### config.mk
export PLATFORM = sky130hd
export DESIGN_NAME = acia_tx_responder_flat
export DESIGN_NICKNAME = d
export VERILOG_FILES = /design/src/rtl/acia_tx_responder_if.sv /design/src/rtl/acia_tx_responder.sv /design/src/flat_wrapper.sv
export SDC_FILE = /design/constraint.sdc
export NUM_CORES = 1
export LEC_CHECK = 0
export CELL_PAD_IN_SITES_DETAIL_PLACEMENT = 1
export CELL_PAD_IN_SITES_GLOBAL_PLACEMENT = 1
export CORE_MARGIN = 5
export CORE_UTILIZATION = 50
export DETAILED_ROUTE_END_ITERATION = 16
export MAX_ROUTING_LAYER = met4
export PLACE_DENSITY = 0.79
export SLEW_MARGIN = 10
export SYNTH_ARGS = -nofsm -noshare
export SYNTH_HDL_FRONTEND = slang
export SYNTH_SLANG_ARGS = --single-unit
### constraint.sdc
create_clock -name clk -period 4.7 [get_ports clk]
set_input_delay 0.47 -clock clk [delete_from_list [all_inputs] [get_ports clk]]
set_output_delay 0.47 -clock clk [all_outputs]
set_load 0.02 [all_outputs]
### src/rtl/acia_tx_responder_if.sv
// ============================================================================
// Module      : acia_tx_responder_if
// Description : 6502 bus window of the ACIA slot (strobes, data, irq).
// Revision    : 1.0 - initial release
// ============================================================================
`default_nettype none

interface acia_tx_responder_if;
   logic       phi2;
   logic       cs_n;
   logic       rw;
   logic [1:0] rs;
   logic [7:0] d_in;
   logic [7:0] d_out;
   logic       d_oe;
   logic       irq_n;

   // CPU / decoder side
   modport master (
      output phi2, cs_n, rw, rs, d_in,
      input  d_out, d_oe, irq_n
   );

   // Responder side
   modport slave (
      input  phi2, cs_n, rw, rs, d_in,
      output d_out, d_oe, irq_n
   );
endinterface

`default_nettype wire

### src/rtl/acia_tx_responder.sv
// ============================================================================
// Module      : acia_tx_responder
// Description : 6551-style register window on the ACIA chip-select slot with
//               a transmit-only 8N1 UART. Bus strobes are sampled in clk.
// Options     : ACIA_IRQ_EN - when defined, irq_n and status bit 7 are live;
//               otherwise irq_n is tied high and status bit 7 reads 0.
// Revision    : 1.0 - initial release
// ============================================================================
`default_nettype none

module acia_tx_responder #(
   parameter int unsigned CLK_DIV = 16,
   parameter int unsigned DIV_W   = 16
) (
   input  wire logic           clk,
   input  wire logic           reset_n,
   acia_tx_responder_if.slave  bus,
   output logic                txd,
   output logic                busy
);

   localparam logic [DIV_W-1:0] c_bit_last = DIV_W'(CLK_DIV - 1);

   typedef enum logic [1:0] {
      S_IDLE  = 2'd0,
      S_START = 2'd1,
      S_DATA  = 2'd2,
      S_STOP  = 2'd3
   } tx_state_t;

   // bus sampling
   logic       r_phi2_m, r_phi2_s, r_phi2_s_d;
   logic       r_cap_cs_n, r_cap_rw;
   logic [1:0] r_cap_rs;
   logic [7:0] r_cap_d;

   // registers
   logic [7:0] r_thr, r_cmd, r_ctrl;
   logic       r_thr_full, r_ovr;

   // transmitter
   tx_state_t        r_state, w_state_nx;
   logic [DIV_W-1:0] r_cnt, w_cnt_nx;
   logic [2:0]       r_idx, w_idx_nx;
   logic [7:0]       r_shift, w_shift_nx;
   logic             r_txd, w_txd_nx;
   logic             r_busy, w_busy_nx;
   logic             w_load, w_bit_end, w_can_load;

   logic w_commit, w_wr, w_rd;
   logic w_thr_wr, w_preset, w_cmd_wr, w_ctrl_wr, w_stat_rd;
   logic w_irq;
   logic [7:0] w_status;

   // A bus access commits on the single clk where the synchronised phi2 falls.
   assign w_commit  = r_phi2_s_d & ~r_phi2_s & ~r_cap_cs_n;
   assign w_wr      = w_commit & ~r_cap_rw;
   assign w_rd      = w_commit &  r_cap_rw;
   assign w_thr_wr  = w_wr & (r_cap_rs == 2'd0);
   assign w_preset  = w_wr & (r_cap_rs == 2'd1);
   assign w_cmd_wr  = w_wr & (r_cap_rs == 2'd2);
   assign w_ctrl_wr = w_wr & (r_cap_rs == 2'd3);
   assign w_stat_rd = w_rd & (r_cap_rs == 2'd1);

   // Synchronise phi2 and latch the strobes while it is high
   always_ff @(posedge clk or negedge reset_n) begin
      if (!reset_n) begin
         r_phi2_m   <= 1'b0;
         r_phi2_s   <= 1'b0;
         r_phi2_s_d <= 1'b0;
         r_cap_cs_n <= 1'b1;
         r_cap_rw   <= 1'b1;
         r_cap_rs   <= 2'd0;
         r_cap_d    <= 8'h00;
      end else begin
         r_phi2_m   <= bus.phi2;
         r_phi2_s   <= r_phi2_m;
         r_phi2_s_d <= r_phi2_s;
         if (r_phi2_s) begin
            r_cap_cs_n <= bus.cs_n;
            r_cap_rw   <= bus.rw;
            r_cap_rs   <= bus.rs;
            r_cap_d    <= bus.d_in;
         end
      end
   end

   // Register file: THR/overrun tracking, command and control storage
   always_ff @(posedge clk or negedge reset_n) begin
      if (!reset_n) begin
         r_thr      <= 8'h00;
         r_thr_full <= 1'b0;
         r_ovr      <= 1'b0;
         r_cmd      <= 8'h00;
         r_ctrl     <= 8'h00;
      end else begin
         if (w_thr_wr) begin
            r_thr      <= r_cap_d;
            r_thr_full <= 1'b1;
         end else if (w_load) begin
            r_thr_full <= 1'b0;
         end
         // A write racing the shifter load is not an overrun: the old byte left.
         if (w_preset || w_stat_rd)
            r_ovr <= 1'b0;
         else if (w_thr_wr && r_thr_full && !w_load)
            r_ovr <= 1'b1;
         if (w_preset)
            r_cmd <= 8'h00;
         else if (w_cmd_wr)
            r_cmd <= r_cap_d;
         if (w_ctrl_wr)
            r_ctrl <= r_cap_d;
      end
   end

   assign w_can_load = r_thr_full & r_cmd[0];
   assign w_bit_end  = (r_cnt == c_bit_last);

   // Transmitter state register
   always_ff @(posedge clk or negedge reset_n) begin
      if (!reset_n) begin
         r_state <= S_IDLE;
         r_cnt   <= '0;
         r_idx   <= 3'd0;
         r_shift <= 8'h00;
         r_txd   <= 1'b1;
         r_busy  <= 1'b0;
      end else begin
         r_state <= w_state_nx;
         r_cnt   <= w_cnt_nx;
         r_idx   <= w_idx_nx;
         r_shift <= w_shift_nx;
         r_txd   <= w_txd_nx;
         r_busy  <= w_busy_nx;
      end
   end

   // Transmitter next state; the stop bit can reload directly into a start bit
   always_comb begin
      w_state_nx = r_state;
      w_cnt_nx   = r_cnt + 1'b1;
      w_idx_nx   = r_idx;
      w_shift_nx = r_shift;
      w_txd_nx   = r_txd;
      w_busy_nx  = r_busy;
      w_load     = 1'b0;
      case (r_state)
         S_IDLE: begin
            w_cnt_nx = '0;
            if (w_can_load) begin
               w_load     = 1'b1;
               w_shift_nx = r_thr;
               w_state_nx = S_START;
               w_txd_nx   = 1'b0;
               w_busy_nx  = 1'b1;
            end
         end
         S_START: begin
            if (w_bit_end) begin
               w_cnt_nx   = '0;
               w_idx_nx   = 3'd0;
               w_state_nx = S_DATA;
               w_txd_nx   = r_shift[0];
            end
         end
         S_DATA: begin
            if (w_bit_end) begin
               w_cnt_nx   = '0;
               w_shift_nx = {1'b0, r_shift[7:1]};
               if (r_idx == 3'd7) begin
                  w_state_nx = S_STOP;
                  w_txd_nx   = 1'b1;
               end else begin
                  w_idx_nx = r_idx + 3'd1;
                  w_txd_nx = r_shift[1];
               end
            end
         end
         S_STOP: begin
            if (w_bit_end) begin
               w_cnt_nx = '0;
               if (w_can_load) begin
                  w_load     = 1'b1;
                  w_shift_nx = r_thr;
                  w_state_nx = S_START;
                  w_txd_nx   = 1'b0;
               end else begin
                  w_state_nx = S_IDLE;
                  w_busy_nx  = 1'b0;
               end
            end
         end
         default: begin
            w_state_nx = S_IDLE;
            w_cnt_nx   = '0;
            w_txd_nx   = 1'b1;
            w_busy_nx  = 1'b0;
         end
      endcase
   end

   assign txd  = r_txd;
   assign busy = r_busy;

`ifdef ACIA_IRQ_EN
   logic r_irq_n;

   assign w_irq = ~r_thr_full & (r_cmd[3:2] == 2'b01);

   // Interrupt output follows its cause one clk later
   always_ff @(posedge clk or negedge reset_n) begin
      if (!reset_n)
         r_irq_n <= 1'b1;
      else
         r_irq_n <= ~w_irq;
   end

   assign bus.irq_n = r_irq_n;
`else
   assign w_irq     = 1'b0;
   assign bus.irq_n = 1'b1;
`endif

   assign w_status = {w_irq, 2'b00, ~r_thr_full, 1'b0, r_ovr, 2'b00};

   // Read data is refreshed every clk from the register currently addressed
   always_ff @(posedge clk or negedge reset_n) begin
      if (!reset_n) begin
         bus.d_out <= 8'h00;
      end else begin
         case (bus.rs)
            2'd0:    bus.d_out <= 8'h00;
            2'd1:    bus.d_out <= w_status;
            2'd2:    bus.d_out <= r_cmd;
            default: bus.d_out <= r_ctrl;
         endcase
      end
   end

   assign bus.d_oe = ~bus.cs_n & bus.rw & bus.phi2;

endmodule

`default_nettype wire

### src/flat_wrapper.sv
// flat-port wrapper written by rule: the top's interface ports become plain ports
module acia_tx_responder_flat 
#(
   parameter int unsigned CLK_DIV = 16,
   parameter int unsigned DIV_W   = 16
)
  (clk, reset_n, txd, busy, bus_phi2, bus_cs_n, bus_rw, bus_rs, bus_d_in, bus_d_out, bus_d_oe, bus_irq_n);
  acia_tx_responder_if bus_i ();
  input  wire logic clk;
  input  wire logic reset_n;
  output logic txd;
  output logic busy;
  input wire logic [$bits(bus_i.phi2)-1:0] bus_phi2;
  input wire logic [$bits(bus_i.cs_n)-1:0] bus_cs_n;
  input wire logic [$bits(bus_i.rw)-1:0] bus_rw;
  input wire logic [$bits(bus_i.rs)-1:0] bus_rs;
  input wire logic [$bits(bus_i.d_in)-1:0] bus_d_in;
  output wire logic [$bits(bus_i.d_out)-1:0] bus_d_out;
  output wire logic [$bits(bus_i.d_oe)-1:0] bus_d_oe;
  output wire logic [$bits(bus_i.irq_n)-1:0] bus_irq_n;
  assign bus_i.phi2 = bus_phi2;
  assign bus_i.cs_n = bus_cs_n;
  assign bus_i.rw = bus_rw;
  assign bus_i.rs = bus_rs;
  assign bus_i.d_in = bus_d_in;
  assign bus_d_out = bus_i.d_out;
  assign bus_d_oe = bus_i.d_oe;
  assign bus_irq_n = bus_i.irq_n;
  acia_tx_responder #(.CLK_DIV(CLK_DIV), .DIV_W(DIV_W)) u_core (.clk(clk), .reset_n(reset_n), .bus(bus_i), .txd(txd), .busy(busy));
endmodule
# Yosys cells after proc, flatten, opt, wreduce, memory -nomap -nowiden
# Index checks and enable logic that the tools add are counted.
# classes
add_sub_neg	2
n_eq_ne	17
mux	37
bitwise_logic	17
n_reduce_logical	19
# ops
operator	n
$pmux W8 S3	2
$mux W8	5
$pmux W16 S2	1
$add A16 B1 Y16 const B	1
$eq A16 B4 Y1 const B	1
$mux W16	1
$mux W1	15
$and A1 B1 Y1	12
$eq A2 B2 Y1 const B	5
$mux W2	5
$ne A2 B1 Y1 const B	5
$reduce_bool A2 Y1	5
$mux W3	3
$pmux W2 S4	1
$reduce_and A4 Y1	2
$eq A2 B1 Y1 const B	3
$logic_not A2 Y1	3
$pmux W3 S2	1
$reduce_and A3 Y1	2
$not A1 Y1	5
$reduce_and A5 Y1	1
$ne A2 B2 Y1 const B	2
$pmux W1 S2	2
$pmux W1 S4	1
other kinds (7)	8
# totals
register_bits	80
inputBits	15
out_inout_bits	12
word_cells	111

# Depth between registers and ports, before layout
# Gate-level depths: netlist of the first run.
# logic_depth
ltp_word	9
mapped_depth	7

# Least setup slack after synthesis of the first run
# Ideal clock, no wire load.
# synth_timing
path_type	reg2reg
startpoint	reg u_core.r_state[0]
endpoint	reg u_core.r_shift[0]
setup_time_ns	0.125
arrival_time_ns	1.860
t_required_ns	4.575
setup_slack_ns	2.715
path_stages_with_launch	7
synth_period_minus_slack_ns	1.985
path_cell_list	dfrtp_1 -> inv_1 -> ha_1 -> clkbuf_1 -> or2_2 -> a211oi_4 -> mux2_2
# synth_between
elab_chain_cells	3
elab_cells_between_ends	8
# synth_rtl
element	line_no	source
from (decl)	acia_tx_responder.sv:42	tx_state_t r_state, w_state_nx;
from (signal assigned)	acia_tx_responder.sv:130	r_state <= w_state_nx;
$eq A2 B2 Y1 / $logic_not A2 Y1 (equally long branches)	acia_tx_responder.sv:148	case (r_state)
$ne A2 B1 Y1 (no line) / $reduce_bool A3 Y1 (equally long branches)	-	
$reduce_and A3 Y1 (no line)	-	
to (signal assigned)	acia_tx_responder.sv:133	r_shift <= w_shift_nx;
to (decl)	acia_tx_responder.sv:45	logic [7:0] r_shift, w_shift_nx;
# Several ways; a longest one is shown, not always the timed one.
# A chain may end at the register's enable or synchronous reset.

# Worst setup path after layout of the first run
# layout_timing
startpoint	reg u_core.r_cnt[0]
endpoint	reg u_core.r_shift[7]
# layout_between
elab_chain_cells	3
elab_cells_between_ends	4
# layout_rtl
element	line_no	source
from (decl)	acia_tx_responder.sv:43	logic [DIV_W-1:0] r_cnt, w_cnt_nx;
from (signal assigned)	acia_tx_responder.sv:131	r_cnt <= w_cnt_nx;
$eq A16 B4 Y1 *	acia_tx_responder.sv:118	assign w_bit_end = (r_cnt == c_bit_last);
$ne A2 B1 Y1 (no line)	-	
$reduce_and A3 Y1 (no line) *	-	
# Mark *: on every way between the ends. The rest lies on a longest branch, timed or not.

==> reports/qor.log, run 1 <==
INFO  status         run_status=finished, final reports clean
INFO  yosys          yosys_register_bits=80
INFO  critical_path  critical-path-slowest-cell=a211oi_4
INFO  sta            timing.final.setup_violations=0
INFO  floorplan      pin_count=27
INFO  yosys          area_leader_netlist=dfrtp_1
INFO  detailed_routing detail_route.vias_per_cell=5.470
INFO  yosys          synth_edf_count=0
INFO  yosys          syn-instance-count=308
INFO  power          p_leak=0.001867uW
INFO  floorplan      fp.dieH=94.91microns
INFO  yosys          most_frequently_used_flop_master_after_synthesis=dfrtp_1
INFO  yosys          syn_avg_cell_area=11.70squm
INFO  sta            sum_neg_setup_slack=0ns
INFO  sta            final_period_minus_worst_setup_slack=2.465ns
INFO  detailed_routing post_drt_wl_per_cell=17.20microns
INFO  critical_path  worst_setup_path_end_kind=flop
INFO  clocking       post_cts_buffers=0
INFO  critical_path  cp_data_required_time=4.93ns
INFO  sta            tightestPinTransition=0.9967ns
INFO  critical_path  path_max_fanout=12
INFO  yosys          seq_area_frac_synth=0.5564
INFO  critical_path  r2r.worst_path.cells=5
INFO  critical_path  depth_of_the_critical_timing_path_with_buffers_and_inverters_included=5
INFO  yosys          synth_cell_types=40
INFO  yosys          yosysMostFrequentCell=dfrtp_1
INFO  sta            fin_ws=2.235ns
INFO  floorplan      dieWidth=94.91microns
INFO  cells_and_area area_growth=15.03%
INFO  sta            final-max-slew-violation-count=0
INFO  sta            timing.clock.skew=0.01216ns
INFO  yosys          ys_top_cells_by_area=dfrtp_1 (53%), mux2_2 (14%), nand2_1 (3.6%), ha_1 (2.8%), o21ai_0 (2.6%)
INFO  global_routing first_global_vias=2538
INFO  global_routing grt_start_max_net_pins=81
INFO  detailed_routing num_vias=2385
INFO  placement      area_of_placed_instances=0.003924sqmm
INFO  critical_path  timing.setup.critical_path_class=flop to flop
INFO  sta            grt_setup_unrepaired=no
INFO  placement      dp_cells=420
INFO  detailed_routing drtIter0Drc=58
INFO  floorplan      placeableCoreArea=0.007137sqmm
INFO  clocking       clk-insertion-delay-late=0.35ns
INFO  yosys          yosys.area.top_type_share=0.5345
INFO  sta            finalHoldViolations=0
INFO  floorplan      floorplan.rows=31
INFO  global_routing grt_pass1_wl=12.57mm
INFO  worst_hold_path holdCritPathClass=input pin to asynchronous set/reset pin
INFO  yosys          mappedNetlistNets=331
INFO  cells_and_area layout.nets=355
INFO  clocking       cts.sink_count=80
INFO  critical_path  timing.critical_path.cells=ha_1 > and3_1 > nand4_1 > a211oi_4 > mux2_2
INFO  yosys          ys.warnings.count=0
INFO  placement      hpwl=5.328mm
INFO  clocking       cts_tree=built
INFO  power          max-vdd-ir-drop=201.7uV
INFO  cells_and_area post_layout_nonfiller_instances=436
INFO  power          power=2135uW
INFO  critical_path  worstSetupStartpointType=flop
INFO  sta            period_share=0.5245
INFO  clocking       holdBufCountCts=0
INFO  global_routing antenna_violations_before_repair=0
INFO  detailed_routing drcViolationCount=0
INFO  global_routing grt_use_total=0.1870
INFO  placement      number_of_port_buffers=25
INFO  sta            timing_limited_maximum_frequency=405.6MHz
INFO  floorplan      fp.dieArea=0.009008sqmm
INFO  cells_and_area antenna_cells_inserted=0
INFO  floorplan      initial_utilization=0.5051
INFO  yosys          async_set_reset_flop_share_out_of_synthesis=1.000
INFO  power          power_per_cell_area=514.9mW/mm^2
INFO  critical_path  cpLargestDelayFamily=simple AND/OR/NAND/NOR gates
INFO  detailed_routing drt_pre_antenna_iters=4
INFO  clocking       clk_root_buffer_cell=clkbuf_8
INFO  detailed_routing drt-total-wl=7.501mm
INFO  cells_and_area drive_gt1_frac=0.2077
INFO  placement      dp_worst_setup_slack=2.237ns
INFO  placement      routabilityCongestion=0.7972
INFO  sta            slew_headroom=0.3355
INFO  clocking       cts_repair_resize_count=0
INFO  clocking       cts-buffers-inserted=9
INFO  clocking       ctsLongestPathBuffers=2
INFO  critical_path  critPathBufInv=0
INFO  yosys          cell_area_after_synthesis=0.003605sqmm
INFO  clocking       cts.htree.levels=3
INFO  detailed_routing route.antenna.remaining_nets=0
INFO  critical_path  cp_slowest_stage_delay=0.61ns
INFO  global_routing grt.overflow.total=0
INFO  critical_path  endpoint_arrival_time_on_the_critical_path=2.69ns
INFO  clocking       clock_edge_transition_at_the_registers_on_the_reported_setup_and_hold_paths=0.08ns
INFO  yosys          ys_top_cells_by_count=dfrtp_1 (77), mux2_2 (46), nand2_1 (35)
INFO  run            max-cap-violations=0
INFO  cells_and_area fin_area=0.004146sqmm
[state kept, by name, indices dropped and copies added, names as in the netlist, 3 cells and up]
name              cells
u_core.r_cmd          8
u_core.r_thr          8
u_core.r_idx          3
u_core.r_cnt         16
u_core.r_cap_d        8
u_core.r_ctrl         8
u_core.bus.d_out      8
u_core.r_shift        8
[power breakdown]
part	switching, uW	internal [uW]	total [uW]
clock	252	303	555
sequential	124	851	975
combinational	303	302	605
total	679	1460	2130
[logic make-up (layout without fill, tap and decap cells)]
logic type,count (synthesis),after routing,share of synthesized area
muxes,52,52,0.1604
AOI/OAI and AO/OA,41,41,0.07359
DFF,80,80,0.5564
other,1,1,0.001040
and+or+nand+nor,97,97,0.1319
xor gates and xnor gates,12,12,0.02916
buffers and inverters,17,46,0.01979
adders and majority gates,8,8,0.02777
[placed cells by master (no fill, tap or decap), drive strengths merged, types with 5 or more instances in the layout]
cell type	instances
clkbuf	10
nand3	8
a21oi	8
clkdlybuf4s50	24
xor2	8
o21ai	19
and3	5
nand2	35
nor2	19
a22o	6
ha	8
mux2i	6
nor2b	7
dfrtp	77
inv	5
mux2	46
[path summary, 6_finish.rpt]
path / startpoint / end / slack, ns
max reg2reg: u_core.r_cnt[0] / u_core.r_shift[7] / 2.23
min reg2reg: u_core.r_phi2_m / u_core.r_phi2_s / 0.37
max: u_core.r_cnt[0] / u_core.r_shift[7] / 2.23
max in group asynchronous: reset_n / u_core.r_shift[6] / 3.78
min in group clk: u_core.r_phi2_m / u_core.r_phi2_s / 0.37
min: reset_n / u_core.r_idx[0] / 0.30
[stage by stage]
stage,utilization,hold slack [ns]
final,0.5810,0.2958
after global routing,0.5810,0.3641
after CTS,0.5810,0.3144
after detailed placement,0.5498,0.3489
after global placement,0.5498,0.3321
after floorplan,-,0.1744
[layout make-up]
class / instances / area, sq um
Clock buffer: 10 / 127.6
Tap cell: 99 / 123.9
Timing Repair Buffer: 25 / 247.7
Inverter: 5 / 18.77
Clock inverter: 6 / 95.09
Fill cell: 776 / 2990
Sequential cell: 80 / 2006
Multi-Input combinational cell: 211 / 1528
[layer usage]
metal / up-vias / GRT usage / wire, microns
li1: 1126 / - / -
met1: 1217 / 0.2424 / 3521
met2: 35 / 0.2942 / 3657
met3: 7 / 0.04143 / 265
met4: 0 / 0.05769 / 56
met5: - / - / 0
Note: power is estimated with default switching activity, not from simulation.
==> run 2: changes to the inputs <==
Settings changed: CORE_UTILIZATION 50 to 42, PLACE_DENSITY 0.79 to 0.71.
Clock period 4.7 ns to 2.2 ns, I/O delays scaled along.
==> run 2 against run 1 <==
Against the previous run: register-to-register slack got worse by 2.1 ns; total power increased by 110%; combinational power increased by 130%; highest routed layer unchanged; worst setup slack got worse by 2.1 ns; cell count increased by 3.4%; clock power increased by 98%; largest power group unchanged; core utilization decreased by 7.2 points; count of clock-buffer cells in the layout unchanged; fmax increased by 20%; non-clock buffer count increased by 9; critical path type unchanged.
==> reports/qor.log, run 2 (synthesis gave the netlist of run 1 again) <==
INFO  floorplan      dieWidth=102.6microns [+8.1%]
INFO  critical_path  cpLargestDelayFamily=simple AND/OR/NAND/NOR gates
INFO  sta            final-max-slew-violation-count=0 [unchanged]
INFO  worst_hold_path worstHoldEndpoint=u_core.r_phi2_m
INFO  sta            timing.final.setup_violations=0 [unchanged]
INFO  critical_path  timing.setup.critical_path_class=flop to flop
INFO  power          power=4554uW [+110%]
INFO  detailed_routing route.antenna.remaining_nets=0 [unchanged]
INFO  critical_path  crit-reg2reg-capture=u_core.r_shift[6]
INFO  status         run_status=finished, final reports clean
INFO  global_routing first_global_vias=2589 [+2.0%]
INFO  critical_path  reg2reg_setup_slack=0.15ns [-2.09 ns]
INFO  detailed_routing post_drt_wl_per_cell=17.03microns [-1.0%]
INFO  detailed_routing drt_pre_antenna_iters=4 [unchanged]
INFO  sta            tightestPinTransition=0.5076ns [-0.4891 ns]
INFO  power          max-vdd-ir-drop=386.1uV [+91%]
INFO  clocking       clk_root_buffer_cell=clkbuf_8
INFO  critical_path  cp_data_required_time=2.45ns [-2.48 ns]
INFO  critical_path  worst_setup_path_end_kind=flop
INFO  critical_path  cp_slowest_stage_delay=0.41ns [-0.20 ns]
INFO  floorplan      fp.dieH=102.6microns [+8.1%]
INFO  sta            sum_neg_setup_slack=0ns [unchanged]
INFO  global_routing grt_use_total=0.1676 [-0.01943]
INFO  clocking       clk-insertion-delay-late=0.36ns [about the same]
INFO  sta            final_period_minus_worst_setup_slack=2.051ns [-0.4145 ns]
INFO  floorplan      initial_utilization=0.4343 [-0.07074]
INFO  clocking       clock_edge_transition_at_the_registers_on_the_reported_setup_and_hold_paths=0.09ns [about the same]
INFO  cells_and_area flip_flop_count_of_the_largest_register_all_copies_and_words_added=16 [unchanged]
INFO  run            max-cap-violations=0 [unchanged]
INFO  placement      hpwl=5.276mm [-0.97%]
INFO  placement      routabilityCongestion=0.7745 [-2.8%]
INFO  sta            timing.clock.skew=0.01037ns [-0.001791 ns]
INFO  worst_hold_path holdCritPathClass=input pin to flop
INFO  cells_and_area drive_gt1_frac=0.2254 [+0.01772]
INFO  detailed_routing detail_route.vias_per_cell=5.317 [-2.8%]
INFO  critical_path  r2r.worst_path.cells=6 [+1]
INFO  critical_path  critPathLaunch=u_core.r_cnt[0]
INFO  cells_and_area area_growth=17.11%
INFO  floorplan      fp.dieArea=0.01054sqmm [+17%]
INFO  cells_and_area final_cell_mix=dfrtp_1 (77), mux2_2 (46), nand2_1 (35)
INFO  floorplan      floorplan.rows=33 [+6.5%]
INFO  floorplan      pin_count=27 [unchanged]
INFO  power          power_per_cell_area=1079mW/mm^2 [+110%]
INFO  cells_and_area num-fill-cells=898 [+16%]
INFO  critical_path  worstSetupStartpointType=flop
INFO  sta            period_share=0.9322 [+0.4077]
INFO  detailed_routing drt-total-wl=7.681mm [+2.4%]
INFO  cells_and_area layout.nets=364 [+2.5%]
INFO  cells_and_area registers.top_by_ff_count=u_core.r_cnt
INFO  detailed_routing drcViolationCount=0 [unchanged]
INFO  sta            slew_headroom=0.6573 [+0.3218]
INFO  critical_path  crit_reg_reg_startpoint=u_core.r_cnt[0]
INFO  sta            timing_limited_maximum_frequency=487.6MHz [+20%]
INFO  power          p_leak=0.001901uW [+1.8%]
INFO  floorplan      placeableCoreArea=0.008299sqmm [+16%]
INFO  sta            grt_setup_unrepaired=no
INFO  sta            finalHoldViolations=0 [unchanged]
INFO  critical_path  critical-path-slowest-cell=dfrtp_1
INFO  clocking       cts-buffers-inserted=9 [unchanged]
INFO  clocking       cts.htree.levels=3 [unchanged]
INFO  worst_hold_path worstHoldStart=bus_phi2
INFO  placement      number_of_port_buffers=25 [unchanged]
INFO  clocking       cts_tree=built
INFO  global_routing antenna_violations_before_repair=0 [unchanged]
INFO  global_routing grt_start_max_net_pins=48 [-41%]
INFO  critical_path  timing.critical_path.cells=ha_1 > and3_1 > nand4_1 > a211oi_4 > buf_12 > mux2_2
INFO  cells_and_area multi_input_area=0.001528sqmm [unchanged]
INFO  critical_path  path_max_fanout=8 [-4]
INFO  cells_and_area register_area=0.002006sqmm [unchanged]
INFO  critical_path  critPathBufInv=1 [+1]
INFO  clocking       ctsLongestPathBuffers=2 [unchanged]
INFO  global_routing grt.overflow.total=0 [unchanged]
INFO  cells_and_area antenna_cells_inserted=0 [unchanged]
INFO  detailed_routing num_vias=2398 [+0.55%]
INFO  worst_hold_path worstHoldPathCells=1
INFO  cells_and_area mostFrequentLayoutCell=dfrtp_1
INFO  global_routing grt_pass1_wl=13.19mm [+4.9%]
INFO  clocking       cts.sink_count=80 [unchanged]
INFO  critical_path  endpoint_arrival_time_on_the_critical_path=2.30ns [-0.39 ns]
INFO  detailed_routing drtIter0Drc=63 [+8.6%]
[run 2: metrics by stage]
step | util | cells | cell area (sq um) | hold WS [ns] | setup WS (ns)
2_1_floorplan | - | 308 | 3605 | -0.07559 | 0.2153
3_3_place_gp | 0.4815 | 433 | 3996 | 0.2028 | 0.1514
3_5_place_dp | 0.4815 | 433 | 3996 | 0.2065 | 0.1048
4_1_cts | 0.5063 | 450 | 4202 | 0.3011 | 0.04786
5_1_grt | 0.5087 | 451 | 4222 | 0.3134 | 0.04091
6_report | 0.5087 | 451 | 4222 | 0.3181 | 0.1492
[run 2: cell type report]
type,instances,share of cell area
clock inverter,6,0.01600
multi-input combinational,211,0.3619
clock buffer,10,0.03023
timing repair buffer,34,0.08121
sequential,80,0.4751
tap,105,0.03112
inverter,5,0.004446
[run 2: report_power, final]
group / leakage, uW / internal, uW / switching [uW]
logic: 0.000790 / 718 / 672
registers: 0.00102 / 1820 / 248
clock network: 0.0000933 / 531 / 567
total: 0.00190 / 3070 / 1490
[run 2: worst max-delay path by stage]
stage / to / slack, ns / cells past startpoint
2_1_floorplan: u_core.r_shift[0] / 0.22 / 6
3_3_place_gp: u_core.r_shift[6] / 0.15 / 5
3_5_place_dp: u_core.r_shift[6] / 0.10 / 5
4_1_cts: u_core.r_shift[6] / 0.05 / 5
5_1_grt: u_core.r_state[1] / 0.04 / 6
6_report: u_core.r_shift[6] / 0.15 / 6
[run 2: timing repair]
action	4_1_cts	5_1_grt
hold buffers	1	0
buffers inserted	0	1
hold endpoints to repair	30	0
resized for setup	0	0
setup endpoints to repair	0	8
[run 2: worst register-to-register path, stage by stage, from the launching register on]
cell and delay (ns):
dfrtp_1 0.41, ha_1 0.23, and3_1 0.24, nand4_1 0.24
a211oi_4 0.34, buf_12 0.16, mux2_2 0.33
[run 2: metal layers]
layer,share of wire,track usage
met1,0.47,0.2183
met4,0.015,0.06357
met2,0.48,0.2582
met3,0.031,0.03451
met5,0,-
